<file path="src/rtl/multicycle_control_pkg.sv">
// multicycle_control_pkg: opcode field, opcodes, control encodings, states and control bundle.
package multicycle_control_pkg;
    localparam int OP_HI = 31;
    localparam int OP_LO = 26;
    localparam logic [5:0] OP_RTYPE = 6'h00;
    localparam logic [5:0] OP_J     = 6'h02;
    localparam logic [5:0] OP_BEQ   = 6'h04;
    localparam logic [5:0] OP_ADDI  = 6'h08;
    localparam logic [5:0] OP_ORI   = 6'h0D;
    localparam logic [5:0] OP_LW    = 6'h23;
    localparam logic [5:0] OP_SW    = 6'h2B;
    localparam logic [1:0] ALU_ADD   = 2'b00;
    localparam logic [1:0] ALU_SUB   = 2'b01;
    localparam logic [1:0] ALU_FUNCT = 2'b10;
    localparam logic [1:0] ALU_OR    = 2'b11;
    localparam logic [1:0] SRCB_REG  = 2'b00;
    localparam logic [1:0] SRCB_FOUR = 2'b01;
    localparam logic [1:0] SRCB_IMM  = 2'b10;
    localparam logic [1:0] SRCB_IMM4 = 2'b11;
    localparam logic [1:0] PC_ALU    = 2'b00;
    localparam logic [1:0] PC_ALUOUT = 2'b01;
    localparam logic [1:0] PC_JUMP   = 2'b10;
    typedef enum logic [3:0] {
        FETCH, DECODE, MEMADR, MEMRD, MEMWB, MEMWR, RTYPEEX,
        RTYPEWB, BEQEX, ADDIEX, ORIEX, IMMWB, JEX
    } state_e;
    typedef struct packed {
        logic       pc_we;
        logic       ir_we;
        logic       reg_we;
        logic       mem_req;
        logic       mem_we;
        logic       iord;
        logic       regdst;
        logic       memtoreg;
        logic       alusrca;
        logic       ext_zero;
        logic [1:0] alusrcb;
        logic [1:0] alu_op;
        logic [1:0] pcsrc;
        logic       illegal;
        logic       retired;
    } ctrl_t;
    function automatic logic [5:0] op_of(input logic [31:0] instr);
        return instr[OP_HI:OP_LO];
    endfunction
    function automatic logic legal_op(input logic [5:0] op);
        return op inside {OP_RTYPE, OP_J, OP_BEQ, OP_ADDI, OP_ORI, OP_LW, OP_SW};
    endfunction
endpackage

</file>
<file path="src/rtl/multicycle_control_decode.sv">
// multicycle_control_decode: per-state control outputs, including handshake-qualified enables.
module multicycle_control_decode
    import multicycle_control_pkg::*;
(
    input  state_e     state,
    input  logic [5:0] opcode,
    input  logic       zero,
    input  logic       mem_ready,
    output ctrl_t      ctrl
);
    always_comb begin
        ctrl = '0;
        case (state)
            FETCH: begin
                ctrl.mem_req = 1'b1;
                ctrl.alusrcb = SRCB_FOUR;
                ctrl.alu_op  = ALU_ADD;
                ctrl.pcsrc   = PC_ALU;
                ctrl.pc_we   = mem_ready;
                ctrl.ir_we   = mem_ready;
            end
            DECODE: begin
                ctrl.alusrcb = SRCB_IMM4;
                ctrl.illegal = !legal_op(opcode);
            end
            MEMADR: begin
                ctrl.alusrca = 1'b1;
                ctrl.alusrcb = SRCB_IMM;
            end
            MEMRD: begin
                ctrl.mem_req = 1'b1;
                ctrl.iord    = 1'b1;
            end
            MEMWB: begin
                ctrl.reg_we   = 1'b1;
                ctrl.memtoreg = 1'b1;
                ctrl.retired  = 1'b1;
            end
            MEMWR: begin
                ctrl.mem_req = 1'b1;
                ctrl.mem_we  = 1'b1;
                ctrl.iord    = 1'b1;
                ctrl.retired = mem_ready;
            end
            RTYPEEX: begin
                ctrl.alusrca = 1'b1;
                ctrl.alusrcb = SRCB_REG;
                ctrl.alu_op  = ALU_FUNCT;
            end
            RTYPEWB: begin
                ctrl.reg_we  = 1'b1;
                ctrl.regdst  = 1'b1;
                ctrl.retired = 1'b1;
            end
            BEQEX: begin
                ctrl.alusrca = 1'b1;
                ctrl.alusrcb = SRCB_REG;
                ctrl.alu_op  = ALU_SUB;
                ctrl.pcsrc   = PC_ALUOUT;
                ctrl.pc_we   = zero;
                ctrl.retired = 1'b1;
            end
            ADDIEX, ORIEX: begin
                ctrl.alusrca  = 1'b1;
                ctrl.alusrcb  = SRCB_IMM;
                ctrl.alu_op   = (state == ORIEX) ? ALU_OR : ALU_ADD;
                ctrl.ext_zero = (state == ORIEX);
            end
            IMMWB: begin
                ctrl.reg_we  = 1'b1;
                ctrl.retired = 1'b1;
            end
            JEX: begin
                ctrl.pcsrc   = PC_JUMP;
                ctrl.pc_we   = 1'b1;
                ctrl.retired = 1'b1;
            end
            default: ;
        endcase
    end
endmodule

</file>
<file path="src/rtl/multicycle_control.sv">
// multicycle_control: multicycle CPU control FSM with retired-instruction counter.
module multicycle_control
    import multicycle_control_pkg::*;
(
    input  logic        clk,
    input  logic        reset,
    input  logic [31:0] instr,
    input  logic        zero,
    input  logic        mem_ready,
    output logic        pc_we,
    output logic        ir_we,
    output logic        reg_we,
    output logic        mem_req,
    output logic        mem_we,
    output logic        iord,
    output logic        regdst,
    output logic        memtoreg,
    output logic        alusrca,
    output logic        ext_zero,
    output logic [1:0]  alusrcb,
    output logic [1:0]  alu_op,
    output logic [1:0]  pcsrc,
    output logic        illegal,
    output logic        retired,
    output logic [31:0] instr_count
);
    state_e      state_q, state_d;
    logic [31:0] count_q, count_d;
    logic [5:0]  opcode;
    ctrl_t       ctrl, out;

    assign opcode = op_of(instr);

    multicycle_control_decode u_decode (
        .state     (state_q),
        .opcode    (opcode),
        .zero      (zero),
        .mem_ready (mem_ready),
        .ctrl      (ctrl)
    );

    always_comb begin
        state_d = FETCH;
        case (state_q)
            FETCH:   state_d = mem_ready ? DECODE : FETCH;
            DECODE:  state_d = (opcode == OP_LW || opcode == OP_SW) ? MEMADR :
                               (opcode == OP_RTYPE) ? RTYPEEX :
                               (opcode == OP_BEQ)   ? BEQEX   :
                               (opcode == OP_ADDI)  ? ADDIEX  :
                               (opcode == OP_ORI)   ? ORIEX   :
                               (opcode == OP_J)     ? JEX     : FETCH;
            MEMADR:  state_d = (opcode == OP_SW) ? MEMWR : MEMRD;
            MEMRD:   state_d = mem_ready ? MEMWB : MEMRD;
            MEMWR:   state_d = mem_ready ? FETCH : MEMWR;
            RTYPEEX: state_d = RTYPEWB;
            ADDIEX:  state_d = IMMWB;
            ORIEX:   state_d = IMMWB;
            default: state_d = FETCH;
        endcase
        count_d = ctrl.retired ? count_q + 32'd1 : count_q;
    end

    always_ff @(posedge clk) begin
        if (reset) begin
            state_q <= FETCH;
            count_q <= '0;
        end else begin
            state_q <= state_d;
            count_q <= count_d;
        end
    end

    // Reset forces every output low, so an abandoned memory wait never leaks an enable.
    assign out         = reset ? '0 : ctrl;
    assign instr_count = reset ? '0 : count_q;
    assign {pc_we, ir_we, reg_we, mem_req, mem_we, iord, regdst, memtoreg, alusrca,
            ext_zero, alusrcb, alu_op, pcsrc, illegal, retired} = out;
endmodule

</file>
<file path="config.mk">
export PLATFORM = sky130hd
export DESIGN_NAME = multicycle_control
export DESIGN_NICKNAME = d
export VERILOG_FILES = /design/src/rtl/multicycle_control_pkg.sv /design/src/rtl/multicycle_control_decode.sv /design/src/rtl/multicycle_control.sv
export SDC_FILE = /design/constraint.sdc
export NUM_CORES = 1
export LEC_CHECK = 0
export CAP_MARGIN = 5
export CORE_UTILIZATION = 55
export DETAILED_ROUTE_END_ITERATION = 6
export DONT_BUFFER_PORTS = 1
export PLACE_DENSITY = 0.77
export SLEW_MARGIN = 40
export SYNTH_ARGS = -nofsm -noshare
export SYNTH_HDL_FRONTEND = slang
export SYNTH_HIERARCHICAL = 1
export SYNTH_SLANG_ARGS = --single-unit
</file>
<file path="constraint.sdc">
create_clock -name clk -period 2.8 [get_ports clk]
set_input_delay 0.7 -clock clk [delete_from_list [all_inputs] [get_ports clk]]
set_output_delay 0.7 -clock clk [all_outputs]
set_load 0.03 [all_outputs]
</file>
==> results.env <==
SYNTHTOLAYOUTAREAGROWTH_PCT=5.91
CHIPHEIGHT_UM=70.0
ANTENNADIODECOUNT=0
FIRST_GLOBAL_VIAS=2079
POST_ROUTE_CELLS_DRIVE_ABOVE_1_SHARE_PCT=16.2
TIMING.CRITICAL_PATH.FANOUT_MAX=12
CLK_PATH_BUF_DEPTH=2
GRT_START_MAX_NET_PINS=85
FP.DIEW_UM=70.0
FIN_WORST_HOLD_SLACK_NS=0.509
WORST_IR_DROP_VDD_mV=0.201
TIMING.CRITICAL_PATH.CELLS='nand2b_1 > o2bb2ai_1 > a21oi_1 > nand3_1 > or4_4 > nor3_1 > mux2_2'
SYNTH_EDF_COUNT=0
OUTCOME='complete, no violations'
DRV_SLEW=0
TIMING.SLEW.HEADROOM_PCT=56.5
POWER_FRAC_SEQ_PCT=52.6
YOSYSWARNINGS=6
POWER.COMBINATIONAL.FRACTION_PCT=8.2
DRC=0
ARRIVAL_NS=2.72
YS.FLOP_TYPE='sky130_fd_sc_hd__dfxtp_1'
FIN_TNS_SETUP_NS=0
GRT_ANTENNA_BEFORE_REPAIR=0
DETAIL_ROUTE.VIAS_PER_CELL=5.81
CLOCK_LATENCY_ON_THE_WORST_SKEW_PAIR_NS=0.29
GRT_SETUP_UNREPAIRED='false'
CTS_SETUP_BUFFERS=0
TOTAL_SETUP_VIOLATIONS_REPORTED_AT_THE_END_OF_THE_FLOW=0
CPMAXSTAGEDELAYCELL='sky130_fd_sc_hd__or4_4'
FINAL-HOLD-VIOLATION-COUNT=0
IO_BUFFER_COUNT=0
GR-USAGE-ALL-LAYERS_PCT=22.0
LAST_WEIGHTED_CONGESTION_VALUE_OF_THE_ROUTABILITY_DRIVEN_PLACER=0.856
FIN_NETS=364
CTS-BUFFERS-INSERTED=5
TIMING.REG2REG.WORST_PATH_DEPTH=7
ROUTE.VIAS.TOTAL=2206
TIMING.FMAX_GHz=0.393
CRITICAL_PATH_CLASS='register to register'
HALF_PERIMETER_WIRE_LENGTH_AFTER_PLACEMENT_UM=3640
WORST_PATH_BUFFER_PLUS_INVERTER_COUNT=0
STD_CELL_ROWS=24
CTS_TREE='yes'
PERIOD_NEEDED_NS=2.54
CLK_PIN_SLEW_WORST_PATHS_NS=0.07
TIGHTEST_HOLD_CHECK_TYPE='input port to register'
POWER.SWITCHING_mW=0.230
P_LEAK_nW=0.926
SWITCHING_SHARE_PCT=23.4
GR-TOTAL-OVERFLOW=0
WORST_SLACK_NS=0.257
IO-PIN-COUNT=86
DR_ITER_0_VIOLS=131
WL_PER_CELL_UM=13.9
DRT-TOTAL-WL_UM=5270
CRIT_PATH_START_KIND='register'
CTS.REPAIR.RESIZED=0
GRT_FIRST_PASS_WIRELENGTH_UM=8960
POWERDENSITY_nW_PER_UM2=364
TIMING.CRITICAL_PATH.TO_TYPE='register'
FINALCRITPERIODSHARE_PCT=90.8
NUMBER_OF_MAXIMUM_CAPACITANCE_VIOLATIONS=0
SEQ_AREA_FRAC_SYNTH_PCT=28.4
SYNTH-SEQ-CELLS=36
INITIAL_UTILIZATION_PCT=58.0
NETLIST_AREA_SQ_UM=2540
CELLINTERNALPOWER_mW=0.750
SYN-INSTANCE-COUNT=326
MAX_INCR_DELAY_ON_CP_NS=0.66
POWER_FRAC_CLOCK_PCT=39.2
ROOT_BUFFER='sky130_fd_sc_hd__clkbuf_8'
DRTANTENNAVIOLNETS=0
SYN_AVG_CELL_AREA_SQ_UM=7.80
CRIT_FAMILY='simple AND/OR/NAND/NOR gates'
ASYNC_RESET_FF_SHARE_PCT=0
FINAL.SETUP_SKEW_NS=0.00794
YOSYSUNIQUECELLTYPES=56
TIMING.CRITICAL_PATH.DEPTH=7
TIGHTEST_SLEW_NS=0.650
CP.REQUIRED_NS=2.98
CTS-HTREE-LEVELS=2
DP_SLACK_NS=0.136
FLOORPLAN.CORE_AREA_SQ_UM=4380
FLOORPLAN.DIE_AREA_SQ_UM=4900
WORST_HOLD_PATH.NUM_CELLS=1
CTS.SINK_COUNT=36
POST_CTS_HOLD_BUFFER_COUNT=0
NETS_IN_THE_SYNTHESIZED_NETLIST=363
DRT_FIRST_PASS_ITERS=4
==> cell type report <==
cell class	count	area, sq um
sequential	36	721
tap	52	65.1
clock inverter	1	7.51
inverter	9	33.8
fill	410	1690
clock buffer	7	86.3
timing repair buffer	14	105
multi-input combinational	261	1670
==> flip-flops by register name (all words and copies together) (netlist names) <==
| signal | flops |
|---|---|
| count_q | 32 |
| state_q | 4 |
==> synthesized netlist by cell type (all sizes together), types with 9 or more instances <==
master	n	share of area [%]
a21oi	15	3.0
buf	10	3.0
clkbuf	10	1.5
dfxtp	36	28
inv	9	1.3
mux2	14	6.2
nand2	20	3.1
nand3	12	2.6
nor2	41	6.2
nor2b	47	12
nor3	23	4.5
o21ai	11	2.2
==> placed cells by master (no fill, tap or decap), types with 2 or more instances in the layout <==
| cell | instances |
|---|---|
| sky130_fd_sc_hd__nand3b_1 | 3 |
| sky130_fd_sc_hd__nand2b_4 | 4 |
| sky130_fd_sc_hd__or3_1 | 8 |
| sky130_fd_sc_hd__o21a_1 | 2 |
| sky130_fd_sc_hd__and3_1 | 2 |
| sky130_fd_sc_hd__nand3_1 | 11 |
| sky130_fd_sc_hd__o31a_1 | 2 |
| sky130_fd_sc_hd__clkbuf_8 | 6 |
| sky130_fd_sc_hd__nor2b_1 | 47 |
| sky130_fd_sc_hd__nand4_1 | 5 |
| sky130_fd_sc_hd__a21oi_1 | 15 |
| sky130_fd_sc_hd__xor2_1 | 8 |
| sky130_fd_sc_hd__mux2_2 | 14 |
| sky130_fd_sc_hd__nand2b_1 | 3 |
| sky130_fd_sc_hd__o21ai_1 | 3 |
| sky130_fd_sc_hd__inv_1 | 9 |
| sky130_fd_sc_hd__nor3_1 | 23 |
| sky130_fd_sc_hd__o21ai_0 | 8 |
| sky130_fd_sc_hd__dfxtp_1 | 36 |
| sky130_fd_sc_hd__buf_4 | 14 |
| sky130_fd_sc_hd__and4_1 | 3 |
| sky130_fd_sc_hd__nor2_1 | 40 |
| sky130_fd_sc_hd__nand2_1 | 19 |
| sky130_fd_sc_hd__a2111oi_0 | 2 |
| sky130_fd_sc_hd__xnor2_1 | 7 |
| sky130_fd_sc_hd__nor4_2 | 2 |
| sky130_fd_sc_hd__mux2i_1 | 2 |
| sky130_fd_sc_hd__nor3b_1 | 3 |
==> through the flow <==
step                cell area (sq um)  utilization [%]  instances  total power [mW]
finish                           2690             61.4        380             0.979
global route                     2690             61.4        380              1.02
CTS                              2690             61.4        380             0.989
detailed placement               2600             59.2        372             0.607
global placement                 2600             59.2        372             0.605
floorplan                        2540                -        326             0.606
==> final timing paths <==
kind | from | slack (ns) | to
max | state_q[1] | 0.26 | count_q[20]
min | reset | 0.51 | count_q[23]
max reg2reg | state_q[1] | 0.26 | count_q[20]
min reg2reg | count_q[14] | 0.51 | count_q[14]
==> metal layers <==
metal  global-route usage [%]  routed length [um]  vias to the layer above
met5                        0                   0                        -
met4                     8.44                  93                        0
met3                     5.19                 220                       10
met2                     38.0                2590                       45
met1                     26.4                2370                     1026
li1                         -                   -                     1125
==> power groups by stage <==
stage | Sequential (mW) | Combinational, mW | Clock (mW)
4_1_cts | 0.515 | 0.0804 | 0.393
3_3_place_gp | 0.527 | 0.0779 | 0
5_1_grt | 0.515 | 0.0884 | 0.416
2_1_floorplan | 0.529 | 0.0770 | 0
3_5_place_dp | 0.527 | 0.0797 | 0
6_report | 0.515 | 0.0802 | 0.384
==> worst reg2reg max path, cell delays in order (launching register included) <==
cell and delay, ns:
sky130_fd_sc_hd__dfxtp_1 0.45, sky130_fd_sc_hd__nand2b_1 0.10, sky130_fd_sc_hd__o2bb2ai_1 0.12, sky130_fd_sc_hd__a21oi_1 0.27, sky130_fd_sc_hd__nand3_1 0.22, sky130_fd_sc_hd__or4_4 0.66
sky130_fd_sc_hd__nor3_1 0.27, sky130_fd_sc_hd__mux2_2 0.36
==> cell families after synthesis <==
family / share of synthesized area [%]
flip-flops: 28.4
AND/OR/NAND/NOR: 42.0
XOR/XNOR: 5.17
buffers and inverters: 5.81
adder cells (fa/ha/maj): 0.935
multiplexers: 6.99
AO/OA/AOI/OAI: 10.7
Note: power is estimated with default switching activity, not from simulation.
